## src/rtl/alu_arbiter.sv

```systemverilog
// alu_arbiter: round-robin arbiter sharing one combinational ALU among
// NUM_REQ requesters, with a one-entry tagged response register that is
// held until the consumer accepts it.

package riscv_pkg;
   // ALU operation encoding; OP_ADD is the all-zero code.
   typedef enum logic [3:0] {
      OP_ADD  = 4'd0,
      OP_SUB  = 4'd1,
      OP_AND  = 4'd2,
      OP_OR   = 4'd3,
      OP_XOR  = 4'd4,
      OP_SLL  = 4'd5,
      OP_SRL  = 4'd6,
      OP_SRA  = 4'd7,
      OP_SLT  = 4'd8,
      OP_SLTU = 4'd9
   } t_risc_v_op;
endpackage

module alu_arbiter #(
   parameter int NUM_REQ = 4,
   parameter int ID_W    = (NUM_REQ > 1) ? $clog2(NUM_REQ) : 1
) (
   input  logic                                clk_i,
   input  logic                                rst_ni,
   input  logic [NUM_REQ-1:0]                  req_valid_i,
   output logic [NUM_REQ-1:0]                  req_ready_o,
   input  riscv_pkg::t_risc_v_op [NUM_REQ-1:0] req_op_i,
   input  logic [NUM_REQ-1:0][31:0]            req_src1_i,
   input  logic [NUM_REQ-1:0][31:0]            req_src2_i,
   output riscv_pkg::t_risc_v_op               alu_op_o,
   output logic [31:0]                         alu_src1_o,
   output logic [31:0]                         alu_src2_o,
   input  logic [31:0]                         alu_result_i,
   output logic                                rsp_valid_o,
   output logic [ID_W-1:0]                     rsp_id_o,
   output logic [31:0]                         rsp_result_o,
   input  logic                                rsp_ready_i
);

   logic [ID_W-1:0] rr_ptr;
   logic [ID_W-1:0] rr_next;
   logic [ID_W-1:0] win_id;
   logic            win_found;
   logic [ID_W-1:0] hi_id;
   logic            hi_found;
   logic [ID_W-1:0] lo_id;
   logic            lo_found;
   logic            can_accept;
   logic            accept;

   // Holding reset also forces every ready low, not only the registers.
   assign can_accept = rst_ni && (!rsp_valid_o || rsp_ready_i);
   assign accept     = win_found && can_accept;

   // Round-robin pick: lowest valid index at or above rr_ptr, else lowest valid overall.
   always_comb begin
      // NOTE: every variable gets a default before the loop so no path leaves it unassigned (no latch).
      hi_found = 1'b0;
      hi_id    = '0;
      lo_found = 1'b0;
      lo_id    = '0;
      // Descending scan so the last hit kept is the lowest index.
      for (int i = NUM_REQ - 1; i >= 0; i--) begin
         if (req_valid_i[i]) begin
            lo_found = 1'b1;
            lo_id    = ID_W'(i);
            if (ID_W'(i) >= rr_ptr) begin
               hi_found = 1'b1;
               hi_id    = ID_W'(i);
            end
         end
      end
      win_found = lo_found;
      win_id    = hi_found ? hi_id : lo_id;
   end

   // Steer the winner onto the ALU and raise its ready; all-zero when idle.
   always_comb begin
      req_ready_o = '0;
      alu_op_o    = riscv_pkg::t_risc_v_op'('0);
      alu_src1_o  = '0;
      alu_src2_o  = '0;
      for (int i = 0; i < NUM_REQ; i++) begin
         if (win_found && (win_id == ID_W'(i))) begin
            req_ready_o[i] = can_accept;
            alu_op_o       = req_op_i[i];
            alu_src1_o     = req_src1_i[i];
            alu_src2_o     = req_src2_i[i];
         end
      end
   end

   // Next priority pointer: one past the winner, wrapping at NUM_REQ-1.
   always_comb begin
      if (win_id == ID_W'(NUM_REQ - 1)) begin
         rr_next = '0;
      end else begin
         rr_next = win_id + ID_W'(1);
      end
   end

   // Response register and priority pointer; a drain and an accept in the same edge keep valid high.
   always_ff @(posedge clk_i or negedge rst_ni) begin
      if (!rst_ni) begin
         // NOTE: the result register is reset too, so a discarded response never reads back as stale data.
         rr_ptr       <= '0;
         rsp_valid_o  <= 1'b0;
         rsp_id_o     <= '0;
         rsp_result_o <= '0;
      end else begin
         // NOTE: non-blocking assignments so every register samples pre-edge values.
         if (accept) begin
            rsp_valid_o  <= 1'b1;
            rsp_id_o     <= win_id;
            rsp_result_o <= alu_result_i;
            rr_ptr       <= rr_next;
         end else if (rsp_ready_i) begin
            rsp_valid_o  <= 1'b0;
         end
      end
   end

endmodule
```

## config.mk

```make
export PLATFORM = sky130hd
export DESIGN_NAME = alu_arbiter
export DESIGN_NICKNAME = d
export VERILOG_FILES = /design/src/rtl/alu_arbiter.sv
export SDC_FILE = /design/constraint.sdc
export NUM_CORES = 1
export LEC_CHECK = 0
export BUFFER_PORTS_ARGS = -buffer_cell sky130_fd_sc_hd__buf_2
export CORE_AREA = 3 3 160 162
export CTS_BUF_LIST = sky130_fd_sc_hd__clkbuf_16
export DETAILED_ROUTE_END_ITERATION = 16
export DIE_AREA = 0 0 163 165
export HOLD_SLACK_MARGIN = 0.15
export SETUP_SLACK_MARGIN = 0.5
export SLEW_MARGIN = 20
export SYNTH_ARGS = -nofsm -noshare
export SYNTH_HDL_FRONTEND = slang
export SYNTH_SLANG_ARGS = --single-unit
```

## constraint.sdc

```tcl
create_clock -name clk_i -period 2.3 [get_ports clk_i]
set_input_delay 0.115 -clock clk_i [delete_from_list [all_inputs] [get_ports clk_i]]
set_output_delay 0.115 -clock clk_i [all_outputs]
set_load 0.05 [all_outputs]
```

==> impl_results.rst <==
.. list-table::
   :header-rows: 1

   * - Metric
     - Value
   * - Maximum buffer depth of the clock tree
     - 2
   * - Clock latency on the worst-skew pair
     - 290 ps
   * - Final count of hold timing violations
     - 0
   * - Mapped Nets
     - 889
   * - Outcome
     - finished, violations left
   * - Unrepaired setup endpoints after global routing
     - yes
   * - Fraction of layout cells with a size suffix above 1
     - 0.5751
   * - Netlist area before placement
     - 0.004185 sq mm
   * - CTS Buf Count
     - 5
   * - Synthesis warning total
     - 0
   * - Fraction of the yosys area taken by sequential cells
     - 0.2212
   * - Maximum number of pins on one net before global-route repair
     - 60
   * - Clk sink count
     - 37
   * - First-pass GRT wire length
     - 33,840 um
   * - Max transition margin
     - 0.6019
   * - Final period demand of the worst path
     - 2812 ps
   * - Clock tree from TritonCTS
     - yes
   * - Ys async rst share
     - 1.000
   * - Vertical die dimension
     - 165 um
   * - Static Leak
     - 0.004312 uW
   * - Share of the clock period used by the worst path after layout
     - 1.223
   * - Total power density per cell area
     - 1237 mW/mm^2
   * - Register clock-pin slew on the reported worst setup and hold paths
     - 60 ps
   * - Peak fanout along the critical path
     - 59
   * - Area after detailed placement
     - 0.007876 sq mm
   * - Number of I/O port buffers
     - 417
   * - Number of distinct library cells after synthesis
     - 28
   * - Post-Syn Instances
     - 574
   * - Arrival @ worst endpoint
     - 2700 ps
   * - Final setup skew
     - 6.842 ps
   * - Total Nets Final
     - 1,366
   * - Vias in the first global route
     - 6,412
   * - FF/Latch Area
     - 927.1 sq um
   * - Area of the core region
     - 0.02425 sq mm
   * - Number of enable-type register cells in the synthesized netlist
     - 0
   * - Floorplan die area
     - 0.02690 sq mm
   * - Average via count per standard cell
     - 4.696
   * - Routed wire per std cell
     - 17.82 um
   * - Violations in the final reports
     - setup timing
   * - Die X
     - 163 um
   * - Type of the setup path with the least slack
     - reg2out
   * - MaxCap Viol Count
     - 0
   * - Initial detailed-routing violation count
     - 431
   * - Count of antenna-violating nets left after detailed routing
     - 0
   * - Count of state elements after synthesis
     - 37
   * - CTS root buf
     - sky130_fd_sc_hd__clkbuf_16
   * - Commonest register cell after synthesis
     - sky130_fd_sc_hd__dfrtp_1
   * - Post-synthesis area per instance
     - 7.291 sq um
   * - Setup crit end kind
     - output port
   * - Filler instances
     - 2,386
   * - Post-detailed-routing wire length
     - 24,550 um
   * - Worst-Margin Slew
     - 595.8 ps
   * - Count of TritonRoute iterations in the first routing pass
     - 5
   * - Max H-tree Level
     - 2
   * - Total area of multi-input combinational cells
     - 0.003656 sq mm
   * - Initial antenna violation count
     - 1
   * - Final estimated routing congestion in global placement
     - 0.8326
   * - Relative area change from synthesis to final layout
     - 125.6%
   * - Number of remaining DRC errors
     - 0
   * - GRT Overall Usage
     - 0.1550
   * - Number of rows created at floorplan
     - 57
   * - Highest ir drop seen on vdd
     - 1014 uV
   * - Crit path required time
     - 2180 ps
   * - Initial Utilization
     - 0.1726
   * - Number of failing setup endpoints in the final timing report
     - 71
   * - Kind of launch point of the worst setup path
     - flop
   * - Post-Layout Inst Area
     - 0.009440 sq mm
   * - Worst setup margin
     - -512.3 ps
   * - FMAX
     - 355.6 MHz
   * - Worst setup slack before clock tree synthesis
     - -416.9 ps
   * - Count of pins on the block boundary
     - 418
   * - Class of the tightest hold or removal check
     - in2reg
   * - GR Overflow Total
     - 0
   * - Vias after detailed routing
     - 6,471
   * - Count of pins over their slew limit
     - 0
   * - DP Wirelength
     - 17,190 um
-- synthesized netlist by cell type (2+ instances only) --
| master | count | area [sq um] |
|---|---|---|
| sky130_fd_sc_hd__o41ai_1 | 2 | 17.52 |
| sky130_fd_sc_hd__dfrtp_1 | 37 | 925.9 |
| sky130_fd_sc_hd__ha_1 | 4 | 50.05 |
| sky130_fd_sc_hd__mux2_2 | 7 | 78.83 |
| sky130_fd_sc_hd__or3_1 | 2 | 12.51 |
| sky130_fd_sc_hd__buf_2 | 8 | 40.04 |
| sky130_fd_sc_hd__a21oi_1 | 137 | 685.7 |
| sky130_fd_sc_hd__nand2_1 | 70 | 262.8 |
| sky130_fd_sc_hd__and2_1 | 5 | 31.28 |
| sky130_fd_sc_hd__o21ai_0 | 2 | 10.01 |
| sky130_fd_sc_hd__nand2b_1 | 3 | 18.77 |
| sky130_fd_sc_hd__nor3_1 | 2 | 10.01 |
| sky130_fd_sc_hd__inv_1 | 68 | 255.2 |
| sky130_fd_sc_hd__mux2_1 | 26 | 292.8 |
| sky130_fd_sc_hd__a221o_1 | 68 | 680.7 |
| sky130_fd_sc_hd__nand3b_1 | 68 | 510.5 |
| sky130_fd_sc_hd__clkbuf_1 | 52 | 195.2 |
| sky130_fd_sc_hd__buf_1 | 3 | 11.26 |
-- logic make-up (layout without fill, tap and decap cells) --
logic type,Yosys count,after routing,synth area share
multiplexers,34,34,0.09118
adder cells (fa/ha/maj),4,4,0.01196
buffers and inverters,131,608,0.1199
flip-flops,37,37,0.2212
AND/OR/NAND/NOR,154,155,0.2084
AO/OA/AOI/OAI,214,214,0.3474
other,0,2,0
-- flip-flops by register name (all words and copies together) (netlist names) --
| signal | flops |
|---|---|
| rsp_id_o | 2 |
| rsp_result_o | 32 |
| rsp_valid_o | 1 |
| rr_ptr | 2 |
-- power breakdown --
part | switching (uW) | internal, uW | total, uW | leakage, uW
Clock | 283 | 403 | 687 | 0.0000702
Combinational | 5770 | 4370 | 10100 | 0.00381
Sequential | 75.2 | 772 | 847 | 0.000432
-- cell type report --
type / instances / area share
flip-flops and latches: 37 / 0.09821
diodes: 2 / 0.0005302
multi-input cells: 407 / 0.3873
well taps: 324 / 0.04294
clock inverters: 3 / 0.002253
inverters: 68 / 0.02704
repair buffers: 532 / 0.4285
clock buffers: 5 / 0.01325
-- cell usage in the layout (no fill, tap or decap), drive strengths merged, types with 11 or more instances in the layout --
cell         synthesis  routed
a221o               68      68
dfrtp               37      37
dlygate4sd3          0      34
clkbuf              52      11
mux2                33      33
a21oi              137     137
inv                 68      69
buf                 11     491
nand2               70      70
nand3b              68      68
-- per-stage QoR --
| step | std cells | utilization | total power, uW | hold WS, ps | TNS (ps) |
|---|---|---|---|---|---|
| after floorplan | 574 | - | 7183 | -180.6 | -6925 |
| after global placement | 1305 | 0.3248 | 9037 | 255.8 | -22640 |
| after detailed placement | 1305 | 0.3248 | 9082 | 254.8 | -22830 |
| after CTS | 1362 | 0.3763 | 11190 | 153.7 | -28850 |
| after global routing | 1376 | 0.3891 | 12210 | 172.0 | -36870 |
| final | 1378 | 0.3893 | 11680 | 159.8 | -30980 |
-- path summary, 6_finish.rpt --
kind / depth (start not counted) / startpoint / slack, ps / endpoint
worst min-delay path: 3 / rst_ni / 160 / rsp_valid_o
worst min register to register: 1 / rsp_result_o[31] / 480 / rsp_result_o[31]
worst max-delay path: 9 / rr_ptr[1] / -510 / alu_src1_o[16]
worst max register to register: 8 / rr_ptr[1] / 500 / rr_ptr[1]
min in group asynchronous: 3 / rst_ni / 480 / rsp_result_o[1]
max in group asynchronous: 3 / rst_ni / 1470 / rr_ptr[1]
-- worst max-delay path, cell delays in order, from the launching register on --
cell                      delay [ps]
sky130_fd_sc_hd__dfrtp_2         440
sky130_fd_sc_hd__buf_6           130
sky130_fd_sc_hd__mux2i_1         100
sky130_fd_sc_hd__and2_4          150
sky130_fd_sc_hd__or3_4           350
sky130_fd_sc_hd__ha_4            220
sky130_fd_sc_hd__buf_16          200
sky130_fd_sc_hd__a221o_1         440
sky130_fd_sc_hd__a21oi_4         170
sky130_fd_sc_hd__buf_6           170
-- per-layer routing --
| metal | up-vias | GRT usage | routed length [um] |
|---|---|---|---|
| li1 | 3035 | - | - |
| met1 | 3064 | 0.1892 | 9770 |
| met2 | 335 | 0.2770 | 12330 |
| met3 | 35 | 0.02809 | 1933 |
| met4 | 2 | 0.04652 | 509 |
| met5 | - | 0 | 7 |
-- timing repair --
action	in CTS	in global routing
pin swaps	26	21
hold endpoints to repair	70	0
hold buffers	34	0
endpoints found under the setup margin	105	73
buffers inserted	11	7
gates cloned	4	7
resized for setup	174	24
(Power assumes the default switching activity.)
